File: src/rtl/fetch_stage.sv
// Instruction-fetch stage: PC register, instruction-memory addressing and the IF/ID register.
// Define FETCH_ALIGN_CHECK_EN to word-align redirect targets and flag misaligned redirects.
module fetch_stage #(
  parameter logic [31:0] RESET_PC  = 32'h0000_0000,
  parameter logic [31:0] NOP_INSTR = 32'h0000_0013
) (
  input  logic        clk,
  input  logic        rst,
  input  logic        stall,
  input  logic        pc_src,
  input  logic [31:0] branch_target,
  output logic [31:0] imem_addr,
  input  logic [31:0] imem_rdata,
  output logic [31:0] if_id_instr,
  output logic [31:0] if_id_pc,
  output logic [31:0] if_id_pc4,
  output logic        if_id_valid,
  output logic        misalign_err
);

  logic [31:0] pc_p0;
  logic [31:0] instr_p1;
  logic [31:0] pc_p1;
  logic [31:0] pc4_p1;
  logic        vld_p1;
  logic [31:0] pc_inc;
  logic [31:0] redirect_pc;

  function automatic logic [31:0] next_seq_pc(input logic [31:0] pc);
    return pc + 32'd4;
  endfunction

  function automatic logic [31:0] word_align(input logic [31:0] addr);
    return {addr[31:2], 2'b00};
  endfunction

  assign pc_inc    = next_seq_pc(pc_p0);
  assign imem_addr = pc_p0;

`ifdef FETCH_ALIGN_CHECK_EN
  logic misalign_p0;

  assign redirect_pc  = word_align(branch_target);
  assign misalign_err = misalign_p0;

  always_ff @(posedge clk) begin
    if (rst) begin
      misalign_p0 <= 1'b0;
    end else if (pc_src && (branch_target[1:0] != 2'b00)) begin
      misalign_p0 <= 1'b1;
    end
  end
`else
  assign redirect_pc  = branch_target;
  assign misalign_err = 1'b0;
`endif

  // p0 -> p1: PC update and IF/ID capture; redirect beats stall, stall beats sequential fetch
  always_ff @(posedge clk) begin
    if (rst) begin
      pc_p0    <= RESET_PC;
      instr_p1 <= NOP_INSTR;
      pc_p1    <= 32'd0;
      pc4_p1   <= 32'd0;
      vld_p1   <= 1'b0;
    end else if (pc_src) begin
      pc_p0    <= redirect_pc;
      instr_p1 <= NOP_INSTR;
      vld_p1   <= 1'b0;
    end else if (!stall) begin
      pc_p0    <= pc_inc;
      instr_p1 <= imem_rdata;
      pc_p1    <= pc_p0;
      pc4_p1   <= pc_inc;
      vld_p1   <= 1'b1;
    end
  end

  assign if_id_instr = instr_p1;
  assign if_id_pc    = pc_p1;
  assign if_id_pc4   = pc4_p1;
  assign if_id_valid = vld_p1;

endmodule
File: config.mk
export PLATFORM = sky130hd
export DESIGN_NAME = fetch_stage
export DESIGN_NICKNAME = d
export VERILOG_FILES = /design/src/rtl/fetch_stage.sv
export SDC_FILE = /design/constraint.sdc
export NUM_CORES = 1
export LEC_CHECK = 0
export BUFFER_PORTS_ARGS = -buffer_cell sky130_fd_sc_hd__buf_4
export CAP_MARGIN = 20
export CORE_MARGIN = 2
export CORE_UTILIZATION = 50
export CTS_CLUSTER_DIAMETER = 30
export CTS_CLUSTER_SIZE = 8
export DETAILED_ROUTE_END_ITERATION = 8
export GPL_TIMING_DRIVEN = 0
export MAX_ROUTING_LAYER = met4
export PLACE_DENSITY = 0.8
export SLEW_MARGIN = 20
export SYNTH_ARGS = -nofsm -noshare
export SYNTH_HDL_FRONTEND = slang
export SYNTH_SLANG_ARGS = --single-unit
File: constraint.sdc
create_clock -name clk -period 2.6 [get_ports clk]
set_input_delay 0.26 -clock clk [delete_from_list [all_inputs] [get_ports clk]]
set_output_delay 0.26 -clock clk [all_outputs]
set_load 0.005 [all_outputs]
# Word level (Yosys, flattened, before mapping)
# Cells that the tools add are included.
# totals
output_inout_bits	130
ff_bits	129
input_bits	68
word_cells	13
# classes
add_sub_neg	1
eq_ne	1
reduce_logical	2
bitwise_logic	2
muxes	2
# op_table
cell	n
$mux 32	2
$add 32x3->32 const B	1
$ne 2x1->1 const B	1
$not 1->1	2
$reduce_and 2->1	1
$reduce_or 2->1	1

# Logic depth before layout (Yosys ltp)
# Gate-level depths: netlist of run 1.
# logic_depth
depth_word	3
ltp_mapped	7
depth_no_buf	5

# Least setup slack after synthesis of run 1
# OpenSTA, ideal clock, no wires.
# synth_path
path_kind	flip-flop to flip-flop
startpoint	register pc_p0[2], in the netlist imem_addr[2]
endpoint	register pc_p0[20], in the netlist imem_addr[20]
stages_incl_launch_ff	6
arrival_ns	2.092
required_ns	2.509
path_slack_ns	0.417
cell_sequence	dfxtp_1 ha_1 nand3_1 or4_1 or4_1 a311oi_1
# synth_between
elab_chain_len	3
# synth_lines
element	line	source
from (decl)	21	logic [31:0] pc_p0;
from (signal assigned)	67	pc_p0 <= redirect_pc;
from (signal assigned)	71	pc_p0 <= pc_inc;
$add 32x3->32	30	return pc + 32'd4;
$mux 32	70	end else if (!stall) begin
$mux 32	66	end else if (pc_src) begin
# Every way passes these cells. The select of a mux whose other input is x is not followed.
# A chain may end at the register's enable or synchronous reset.

# Worst setup path in the final report of run 1
# layout_path
startpoint	register pc_p0[8], in the netlist imem_addr[8]
endpoint	register pc_p0[15], in the netlist imem_addr[15]
# The elaborated chain is that of the path after synthesis.

==> impl_results.md, run 1 <==
- Outcome: complete, no violations
- Syn. warnings: 0
- Die H: 110 um
- Via density per instance: 5.89
- Setup Crit Path Kind: flip-flop to flip-flop
- Syn_nets: 743
- Avg WL per Cell: 18.9 um
- Fmax: 0.406 GHz
- DP HPWL: 14,400 um
- Die Wd: 110 um
- Final net count: 960
- Core area: 10,900 um2
- Total negative slack: 0 ns
- Minimum clock period: 2.46 ns
- Remaining global-route overflow: 0
- Final std cells w/o fill: 1,043
- Hold Vio Cnt, Final: 0
- Ant diodes: 0
- R2R cell count: 5
- Fraction of registers with async set/reset: 0%
- Seq/Total Area, Yosys: 45.0%
- Combinational fraction of design power: 11.7%
- Commonest non-fill, non-tap cells in the layout: 203 x buf_4, 125 x dfxtp_1, 87 x nand2_1
- Post-synthesis mux area share: 6.20%
- H-tree depth: 4
- R2R setup slack: 0.14 ns
- Max-cap violation count: 0
- Sequential Power Share: 38.8%
- Clock Path Buffers: 2
- Area post-placement: 7310 um2
- Slew HR: 41.1%
- R2R Path End: imem_addr[15]
- Clk slew on worst S/H paths: 0.06 ns
- Min-delay src: imem_rdata[1]
- Final Max Slew Viols: 0
- Row cnt: 38
- Finish-stage setup viols: 0
- Num CTS Buffers: 17
- TritonCTS clock tree: done
- Most common cell after layout, fill and taps aside: buf_4
- All-layer global routing usage: 33.7%
- Syn Area/Cell: 8.39 um2
- Placer Congestion: 0.887
- Skew-Pair Late Insertion Delay: 0.42 ns
- First-pass GRT wire length: 30,100 um
- Hold Path Stages: 3
- Synth Area in Compound Gates: 14.9%
- Port-buffer cells: 196
- Critical Path End Type: flip-flop
- Sw power: 0.00130 W
- Largest family of logic cells by synthesized area: simple AND/OR/NAND/NOR gates
- Unrepaired setup endpoints after global routing: no
- Starting Density: 51.7%
- TritonRoute pass-1 iters: 5
- Final period utilization: 94.7%
- Post-synth EDFFs: 0
- Power per Cell Area: 687 nW/um2
- Fin area: 8000 um2
- Worst slew pin tran: 0.876 ns
- Dpl cells: 1,010
- Post-synthesis cell type count: 41
- Largest net degree at the start of global routing: 17
- Worst path arrival time: 2.75 ns
- Most used DFF post-synth: dfxtp_1
- Post-Synth Adder-Cell Area: 0.221%
- DRC viols: 0
- Pint: 0.00419 W
- Clock network power share: 49.6%
- R2R Path Start: imem_addr[8]
- CP required: 2.89 ns
- Synthesized area: 5650 um2
- Layout cells sized above 1: 28.5%
- Pleak: 3.30 nW
- HP Class: input port to flip-flop
- Die area: 12,200 um2
- ANT nets after route: 0
- 1st-iter DRT viols: 651
- TritonCTS Sinks: 127
- Post-Synth Simple-Gate Area: 24.6%
- Synth Register Bits: 127
- Critical Path Source Type: flip-flop
- Crit-path max FO: 10
- Root Driver: clkbuf_16
- Total wire length: 19,700 um
- Area growth from synthesis to layout: 41.6%
- Hold Path End: if_id_instr[1]
- I/O pins: 198
- Sw Ratio: 23.7%
- Post-synthesis xor/xnor area fraction: 3.10%
- Max IR drop VDD: 0.425 mV
- Final Skew: 0.00560 ns
- Antenna violations before repair: 0
- # fillers: 855
- Cells after Synth: 674
- Vias: 6,141
- Vias in the first global route: 5,890
## metal layers
metal  vias up  track usage [%]  routed length [um]
met4         0             12.6                 427
met2       391             53.3                9380
met3        51             7.29                1910
met5         -                -                   0
li1       2838                -                   -
met1      2861             42.4                8010
## state kept, by name (all words and copies together), names as in the netlist
signal / count
if_id_instr: 32
if_id_pc: 32
imem_addr: 32
if_id_valid: 1
if_id_pc4: 30
## critical path, cell delays in order (launching register included)
cell       delay, ns
dfxtp_1         0.33
buf_2           0.27
nand4_1         0.34
nor4_2          0.80
a211oi_1        0.17
a2111oi_0       0.41
## power groups by stage
stage	sequential [W]	clock [W]	combinational, W
5_1_grt	0.00214	0.00282	0.000697
4_1_cts	0.00213	0.00272	0.000634
3_5_place_dp	0.00217	0	0.000631
6_report	0.00213	0.00272	0.000641
2_1_floorplan	0.00215	0	0.000295
3_3_place_gp	0.00216	0	0.000618
## cell type report
type | instances | area, um2 | share of cell area, %
tap | 140 | 175 | 2.19
inverter | 10 | 37.5 | 0.469
clock inverter | 10 | 209 | 2.61
clock buffer | 21 | 460 | 5.75
sequential | 127 | 2540 | 31.8
multi-input combinational | 467 | 2790 | 34.9
timing repair buffer | 198 | 1490 | 18.6
buffer | 70 | 299 | 3.74
## through the flow
stage	hold slack [ns]	util, %	setup slack (ns)	power, W
6_report	0.0477	73.2	0.137	0.00549
5_1_grt	0.0580	73.2	0.0209	0.00565
4_1_cts	0.0463	72.9	0.0638	0.00548
3_5_place_dp	0.448	66.8	-0.00292	0.00280
3_3_place_gp	0.442	66.8	0.0227	0.00278
2_1_floorplan	0.385	-	0.417	0.00245
## cells by family (layout without fill, tap and decap cells)
logic type	Yosys count	count (layout)
compound gates	125	125
xor+xnor	20	20
fa+ha+maj	1	1
buf+inv	80	309
flops	127	127
mux	35	35
other cells	1	1
simple gates	285	285
## cells in the mapped netlist, drive strengths merged (7+ instances only)
cell type / instances / share of area (%)
a21oi: 40 / 3.5
buf: 25 / 2.3
nor4: 24 / 2.8
nand4: 19 / 2.2
a211oi: 38 / 5.0
dfxtp: 127 / 45
xnor2: 17 / 2.6
nand2: 87 / 5.8
mux2i: 35 / 6.2
inv: 10 / 0.66
nor3: 16 / 1.4
or3: 7 / 0.77
o21ai: 9 / 0.80
a311oi: 12 / 1.9
or4: 11 / 1.5
clkbuf: 45 / 3.0
a2111oi: 8 / 1.2
nor2: 86 / 5.7
and4: 8 / 1.2
## how the worst max path moves through the flow
stage | slack (ns) | endpoint | start | cells past startpoint
final | 0.14 | imem_addr[15] | imem_addr[8] | 5
after global routing | 0.02 | imem_addr[15] | imem_addr[8] | 5
after CTS | 0.06 | imem_addr[28] | imem_addr[20] | 5
after detailed placement | -0.003 | if_id_pc4[18] | imem_addr[2] | 6
after global placement | 0.02 | imem_addr[15] | imem_addr[8] | 5
after floorplan | 0.42 | imem_addr[20] | imem_addr[2] | 5
## timing repair
action | CTS | global route
setup buffers | 0 | 2
hold buffers | 0 | 0
pin swaps | 0 | 1
gates resized for setup | 1 | 4
setup endpoints to repair | 1 | 11
(Power assumes the default switching activity.)
==> inputs of run 2 (changes only) <==
ABC_AREA = 1   (was default)
CORE_UTILIZATION = 49   (was 50)
==> impl_results.md, run 2 <==
- Port-buffer cells: 193 (-1.5%)
- Clk slew on worst S/H paths: 0.06 ns (about the same)
- Syn. warnings: 0 (unchanged)
- Worst path arrival time: 2.19 ns (-0.56 ns)
- Clock Path Buffers: 2 (unchanged)
- Remaining global-route overflow: 0 (unchanged)
- Post-synth EDFFs: 0 (unchanged)
- Post-synthesis cell type count: 29 (-29%)
- H-tree depth: 4 (unchanged)
- Commonest non-fill, non-tap cells in the layout: 210 x nand2_1, 203 x buf_4, 127 x dfxtp_1
- Ant diodes: 0 (unchanged)
- Die H: 108 um (-1.9%)
- Final Max Slew Viols: 0 (unchanged)
- Final std cells w/o fill: 1,134 (+8.7%)
- ANT nets after route: 0 (unchanged)
- CP required: 3.05 ns (+0.16 ns)
- Finish-stage setup viols: 0 (unchanged)
- Area post-placement: 6950 um2 (-4.9%)
- Synth Register Bits: 127 (unchanged)
- Row cnt: 38 (unchanged)
- Sequential Power Share: 41.5% (+2.7 points)
- Skew-Pair Late Insertion Delay: 0.52 ns (+0.10 ns)
- Core area: 10,700 um2 (-2.2%)
- Most common cell after layout, fill and taps aside: nand2_1
- Outcome: complete, no violations
- Share of the synthesized area in the top cell type: 47.7% (+2.8 points)
- I/O pins: 198 (unchanged)
- Vias: 5,994 (-2.4%)
- Critical Path Source Type: flip-flop
- Fmax: 0.576 GHz (+42%)
- Unrepaired setup endpoints after global routing: no
- Antenna violations before repair: 0 (unchanged)
- Top post-synthesis cells by area: dfxtp_1 48%, nand2_1 15%, a21oi_1 10%
- Area growth from synthesis to layout: 47.3%
- Hold Vio Cnt, Final: 0 (unchanged)
- TritonCTS Sinks: 127 (unchanged)
- Most used DFF post-synth: dfxtp_1
- R2R cell count: 9 (+4)
- Final period utilization: 66.8% (-28 points)
- Via density per instance: 5.29 (-10%)
- Fin area: 7850 um2 (-2.0%)
- Post-CTS Setup Inserts: 0 (unchanged)
- Seq/Total Area, Yosys: 47.7% (+2.8 points)
- R2R Path End: imem_addr[20]
- Die Wd: 108 um (-1.9%)
- Min-delay src: imem_rdata[21]
- Max-cap violation count: 0 (unchanged)
- Critical Path End Type: flip-flop
- Placer Congestion: 0.960 (+8.2%)
- Pleak: 3.48 nW (+5.6%)
- Layout cells sized above 1: 26.3% (-2.2 points)
- Dpl cells: 1,073 (+6.2%)
- Combinational fraction of design power: 11.1% (-0.6 points)
- Cells after Synth: 740 (+9.8%)
- Root Driver: clkbuf_8
- Final Skew: 0.0103 ns (+0.00468 ns)
- Total wire length: 18,300 um (-7.4%)
- Synth area leader: dfxtp_1
- Fraction of registers with async set/reset: 0% (unchanged)
- Setup Crit Path Kind: flip-flop to flip-flop
- DP HPWL: 12,500 um (-13%)
- Starting Density: 49.8% (-1.9 points)
- Pint: 0.00383 W (-8.6%)
- Sw Ratio: 24.9% (+1.2 points)
- Final Util: 73.3% (+0.15 points)
- Vias in the first global route: 5,812 (-1.3%)
- Power per Cell Area: 651 nW/um2 (-5.2%)
- 1st-iter DRT viols: 484 (-26%)
- Die area: 11,700 um2 (-3.7%)
- Slew HR: 61.4% (+20 points)
- DRC viols: 0 (unchanged)
- Count leader, synth: nand2_1
- Syn_nets: 809 (+8.9%)
- Sw power: 0.00127 W (-2.3%)
- Avg WL per Cell: 16.1 um (-15%)
- All-layer global routing usage: 32.6% (-1.1 points)
- Final net count: 1,050 (+9.4%)
- Synthesized area: 5330 um2 (-5.8%)
- First-pass GRT wire length: 29,000 um (-3.5%)
- Num CTS Buffers: 17 (unchanged)
- Largest net degree at the start of global routing: 17 (unchanged)
- R2R Path Start: imem_addr[2]
- R2R setup slack: 0.86 ns (+0.73 ns)
- # fillers: 867 (+1.4%)
- Minimum clock period: 1.74 ns (-0.727 ns)
- Total negative slack: 0 ns (unchanged)
- Max IR drop VDD: 0.434 mV (+2.0%)
- Worst Setup SP: imem_addr[2]
- TritonCTS clock tree: done
- Hold Path End: if_id_instr[21]
- Hold Path Stages: 3 (unchanged)
- Crit-path max FO: 5 (-5)
- Syn Area/Cell: 7.20 um2 (-14%)
- HP Class: input port to flip-flop
- Commonest cells post-synth: 210 x nand2_1, 127 x dfxtp_1, 108 x a21oi_1
- Clock network power share: 47.4% (-2.2 points)
- TritonRoute pass-1 iters: 5 (unchanged)
- Worst slew pin tran: 0.579 ns (-0.298 ns)
run 2: cell types whose count changed after synthesis, moves of 16 or more:
cell      before  now
a211oi_1      38    0
a21oi_1       40  108
clkbuf_1      45   26
inv_1         10   62
mux2i_1       35    0
nand2_1       87  210
nand3_1        3   35
nand4_1       18    2
nor2_1        86   47
nor4_1        23    0
o21ai_0        9   65
xnor2_1       17    1
run 2: worst max-delay path: stages, from the launching register on:
cell and delay, ns:
dfxtp_1 0.39, ha_1 0.23, nand3_1 0.10, nor2_1 0.22, nand2_1 0.11, inv_1 0.20
nand2_1 0.08, nand2_1 0.06, nand3_1 0.11, a21oi_1 0.16
run 2: power by group through the flow:
stage / combinational, W / sequential, W / clock [W]
2_1_floorplan: 0.000227 / 0.00214 / 0
3_3_place_gp: 0.000513 / 0.00215 / 0
3_5_place_dp: 0.000519 / 0.00216 / 0
4_1_cts: 0.000559 / 0.00212 / 0.00241
5_1_grt: 0.000624 / 0.00213 / 0.00250
6_report: 0.000568 / 0.00212 / 0.00242
run 2: logic make-up after synthesis:
logic type	Yosys count	synth area share (%)
and+or+nand+nor	317	25.5
AOI/OAI and AO/OA	183	17.5
DFF	127	47.7
buffers and inverters	108	8.46
xor gates and xnor gates	3	0.494
adders and majority gates	1	0.235
other	1	0.0704
run 2: worst max path at each step:
stage	to	slack [ns]	cells past startpoint
3_5_place_dp	if_id_pc4[3]	0.98	4
4_1_cts	if_id_pc4[28]	0.91	9
6_report	imem_addr[20]	0.86	9
3_3_place_gp	if_id_pc4[4]	0.99	4
2_1_floorplan	imem_addr[22]	1.24	8
5_1_grt	if_id_pc4[28]	0.70	9
run 2: what timing repair did:
item                                   CTS  global route
endpoints found under the hold margin   29             0
hold buffers                            29             0
gates resized for setup                  0             0
run 2: final cells by class:
cell class	count	area (um2)	area share, %
inverter	64	240	3.06
buffer	44	210	2.68
tap	140	175	2.23
sequential	127	2540	32.4
multi-input combinational	505	2330	29.7
clock inverter	13	164	2.09
clock buffer	19	442	5.63
timing repair buffer	222	1740	22.2
run 2: metal layers:
metal	vias up	wire, um	GRT usage (%)
met2	321	8810	53.2
met1	2751	7310	39.5
li1	2871	-	-
met5	-	0	-
met4	0	493	12.5
met3	51	1650	7.11
run 2: through the flow:
stage | setup WS (ns) | power, W | hold WS [ns]
2_1_floorplan | 1.24 | 0.00237 | 0.373
3_3_place_gp | 0.989 | 0.00267 | 0.452
3_5_place_dp | 0.983 | 0.00267 | 0.456
4_1_cts | 0.908 | 0.00508 | 0.000147
5_1_grt | 0.702 | 0.00525 | 0.00121
6_report | 0.864 | 0.00511 | 0.00468
==> inputs of run 3 (changes only) <==
clock period = 1.7 ns   (was 2.6 ns; I/O delays follow)
==> impl_results.md, run 3 (synthesized netlist as in run 2, its figures left out) <==
- Outcome: complete, no violations
- DRC viols: 0 (unchanged)
- Finish-stage setup viols: 0 (unchanged)
- First-pass GRT wire length: 29,000 um (about the same)
- Layout cells sized above 1: 27.3% (+1.0 points)
- Worst slew pin tran: 0.579 ns (+0.000664 ns)
- ANT nets after route: 0 (unchanged)
- Final Max Slew Viols: 0 (unchanged)
- 1st-iter DRT viols: 486 (+0.41%)
- Worst path arrival time: 2.06 ns (-0.13 ns)
- Setup Crit Path Kind: flip-flop to flip-flop
- Final net count: 1,068 (+1.7%)
- Pleak: 3.56 nW (+2.3%)
- Total wire length: 18,300 um (+0.24%)
- Starting Density: 49.8% (unchanged)
- R2R cell count: 8 (-1)
- Worst path max stage delay: 0.47 ns (+0.08 ns)
- Area post-placement: 6950 um2 (unchanged)
- CP required: 2.15 ns (-0.90 ns)
- Die H: 108 um (unchanged)
- Clk slew on worst S/H paths: 0.06 ns (about the same)
- Critical Path End Type: flip-flop
- H-tree depth: 4 (unchanged)
- CP max-delay cell: dfxtp_1
- Critical Path Source Type: flip-flop
- Core area: 10,700 um2 (unchanged)
- Most common cell after layout, fill and taps aside: nand2_1
- Ant diodes: 0 (unchanged)
- Vias in the first global route: 5,807 (-0.086%)
- All-layer global routing usage: 32.5% (-0.096 points)
- Max IR drop VDD: 0.658 mV (+52%)
- Cell mode on critical path: nand2_1
- TritonCTS clock tree: done
- Buf/Inv on CP: 0 (-1)
- Vias: 6,029 (+0.58%)
- Die area: 11,700 um2 (unchanged)
- Fin area: 8050 um2 (+2.6%)
- Final Skew: 0.0109 ns (+0.000604 ns)
- Hold Path Stages: 5 (+2)
- Unrepaired setup endpoints after global routing: no
- Post-CTS Setup Inserts: 0 (unchanged)
- Row cnt: 38 (unchanged)
- Area growth from synthesis to layout: 51.1%
- Total negative slack: 0 ns (unchanged)
- HP Class: input port to flip-flop
- Critical path depth: 8 (-1)
- Minimum clock period: 1.61 ns (-0.123 ns)
- Cell family with most CP delay: simple AND/OR/NAND/NOR gates
- WHS: 0.0189 ns (+0.0142 ns)
- Root Driver: clkbuf_8
- Fmax: 0.620 GHz (+7.6%)
- Hold Vio Cnt, Final: 0 (unchanged)
- Port-buffer cells: 193 (unchanged)
- DP HPWL: 12,500 um (unchanged)
- Final period utilization: 94.8% (+28 points)
- Skew-Pair Late Insertion Delay: 0.52 ns (about the same)
- Placer Congestion: 0.960 (unchanged)
- CP cell instances: nand2_1 > nor2_1 > nand2_1 > nor2_4 > nand2_1 > nand2_1 > nand3_2 > a21oi_1
- Die Wd: 108 um (unchanged)
- Via density per instance: 5.23 (-0.99%)
- Largest net degree at the start of global routing: 17 (unchanged)
- TritonCTS Sinks: 127 (unchanged)
- Max-cap violation count: 0 (unchanged)
- Antenna violations before repair: 0 (unchanged)
- Crit-path max FO: 6 (+1)
- TritonRoute pass-1 iters: 5 (unchanged)
- Slew HR: 61.4% (about the same)
- Avg WL per Cell: 15.9 um (-1.3%)
- Num CTS Buffers: 17 (unchanged)
- Remaining global-route overflow: 0 (unchanged)
- Clock Path Buffers: 2 (unchanged)
- I/O pins: 198 (unchanged)
- Power per Cell Area: 973 nW/um2 (+50%)
- Commonest non-fill, non-tap cells in the layout: 210 x nand2_1, 203 x buf_4, 116 x dfxtp_1
run 3: cell types whose count changed in the layout (fill, tap and decap cells not counted):
cell,previous run,this run
inv_1,62,61
dlygate4sd3_1,29,47
nor2_2,5,7
ha_1,1,0
dfxtp_2,0,11
ha_2,0,1
inv_2,0,1
dfxtp_1,127,116
nor2_1,47,45
run 3: tightest hold or removal path: cells and delay by family:
kind,cells,cell delay [ns]
AOI/OAI and AO/OA,2,0.12
and+or+nand+nor,1,0.05
buffers and inverters,2,0.17
run 3: worst paths after layout:
check	from	to	slack (ns)
setup / recovery	imem_addr[12]	imem_addr[21]	0.09
hold / removal	branch_target[15]	imem_addr[15]	0.02
setup reg to reg	imem_addr[12]	imem_addr[21]	0.09
hold reg to reg	if_id_pc4[18]	if_id_pc4[18]	0.47
run 3: where the power goes:
part / internal, W / switching, W
combinational: 0.000463 / 0.000438
clock: 0.00231 / 0.00137
sequential: 0.00312 / 0.000126
run 3: metrics by stage:
step                      cells  setup WS, ns  power (W)  util [%]
after global placement     1073         0.106    0.00408      65.0
final                      1152        0.0876    0.00783      75.2
after CTS                  1152       0.00751    0.00780      75.0
after floorplan             740         0.338    0.00363         -
after detailed placement   1073        0.0923    0.00409      65.0
after global routing       1152       0.00603    0.00807      75.2
run 3: layer usage:
metal	global-route usage, %	wire length [um]	vias to the layer above	share of wire (%)
met5	-	0	-	0
met1	39.5	7300	2751	40
met3	7.35	1740	46	9.5
met2	53.4	8840	325	48
li1	-	-	2907	-
met4	11.2	425	0	2.3
run 3: final cells by class:
| class | count | area, um2 |
|---|---|---|
| Buffer | 44 | 210 |
| Clock buffer | 19 | 442 |
| Clock inverter | 13 | 164 |
| Fill cell | 823 | 2650 |
| Inverter | 64 | 240 |
| Multi-Input combinational cell | 505 | 2340 |
| Sequential cell | 127 | 2560 |
| Tap cell | 140 | 175 |
| Timing Repair Buffer | 240 | 1920 |
run 3: timing repair:
| action | CTS | global route |
|---|---|---|
| endpoints found under the setup margin | 0 | 20 |
| hold endpoints to repair | 45 | 0 |
| hold buffers | 47 | 0 |
| resized for setup | 0 | 15 |
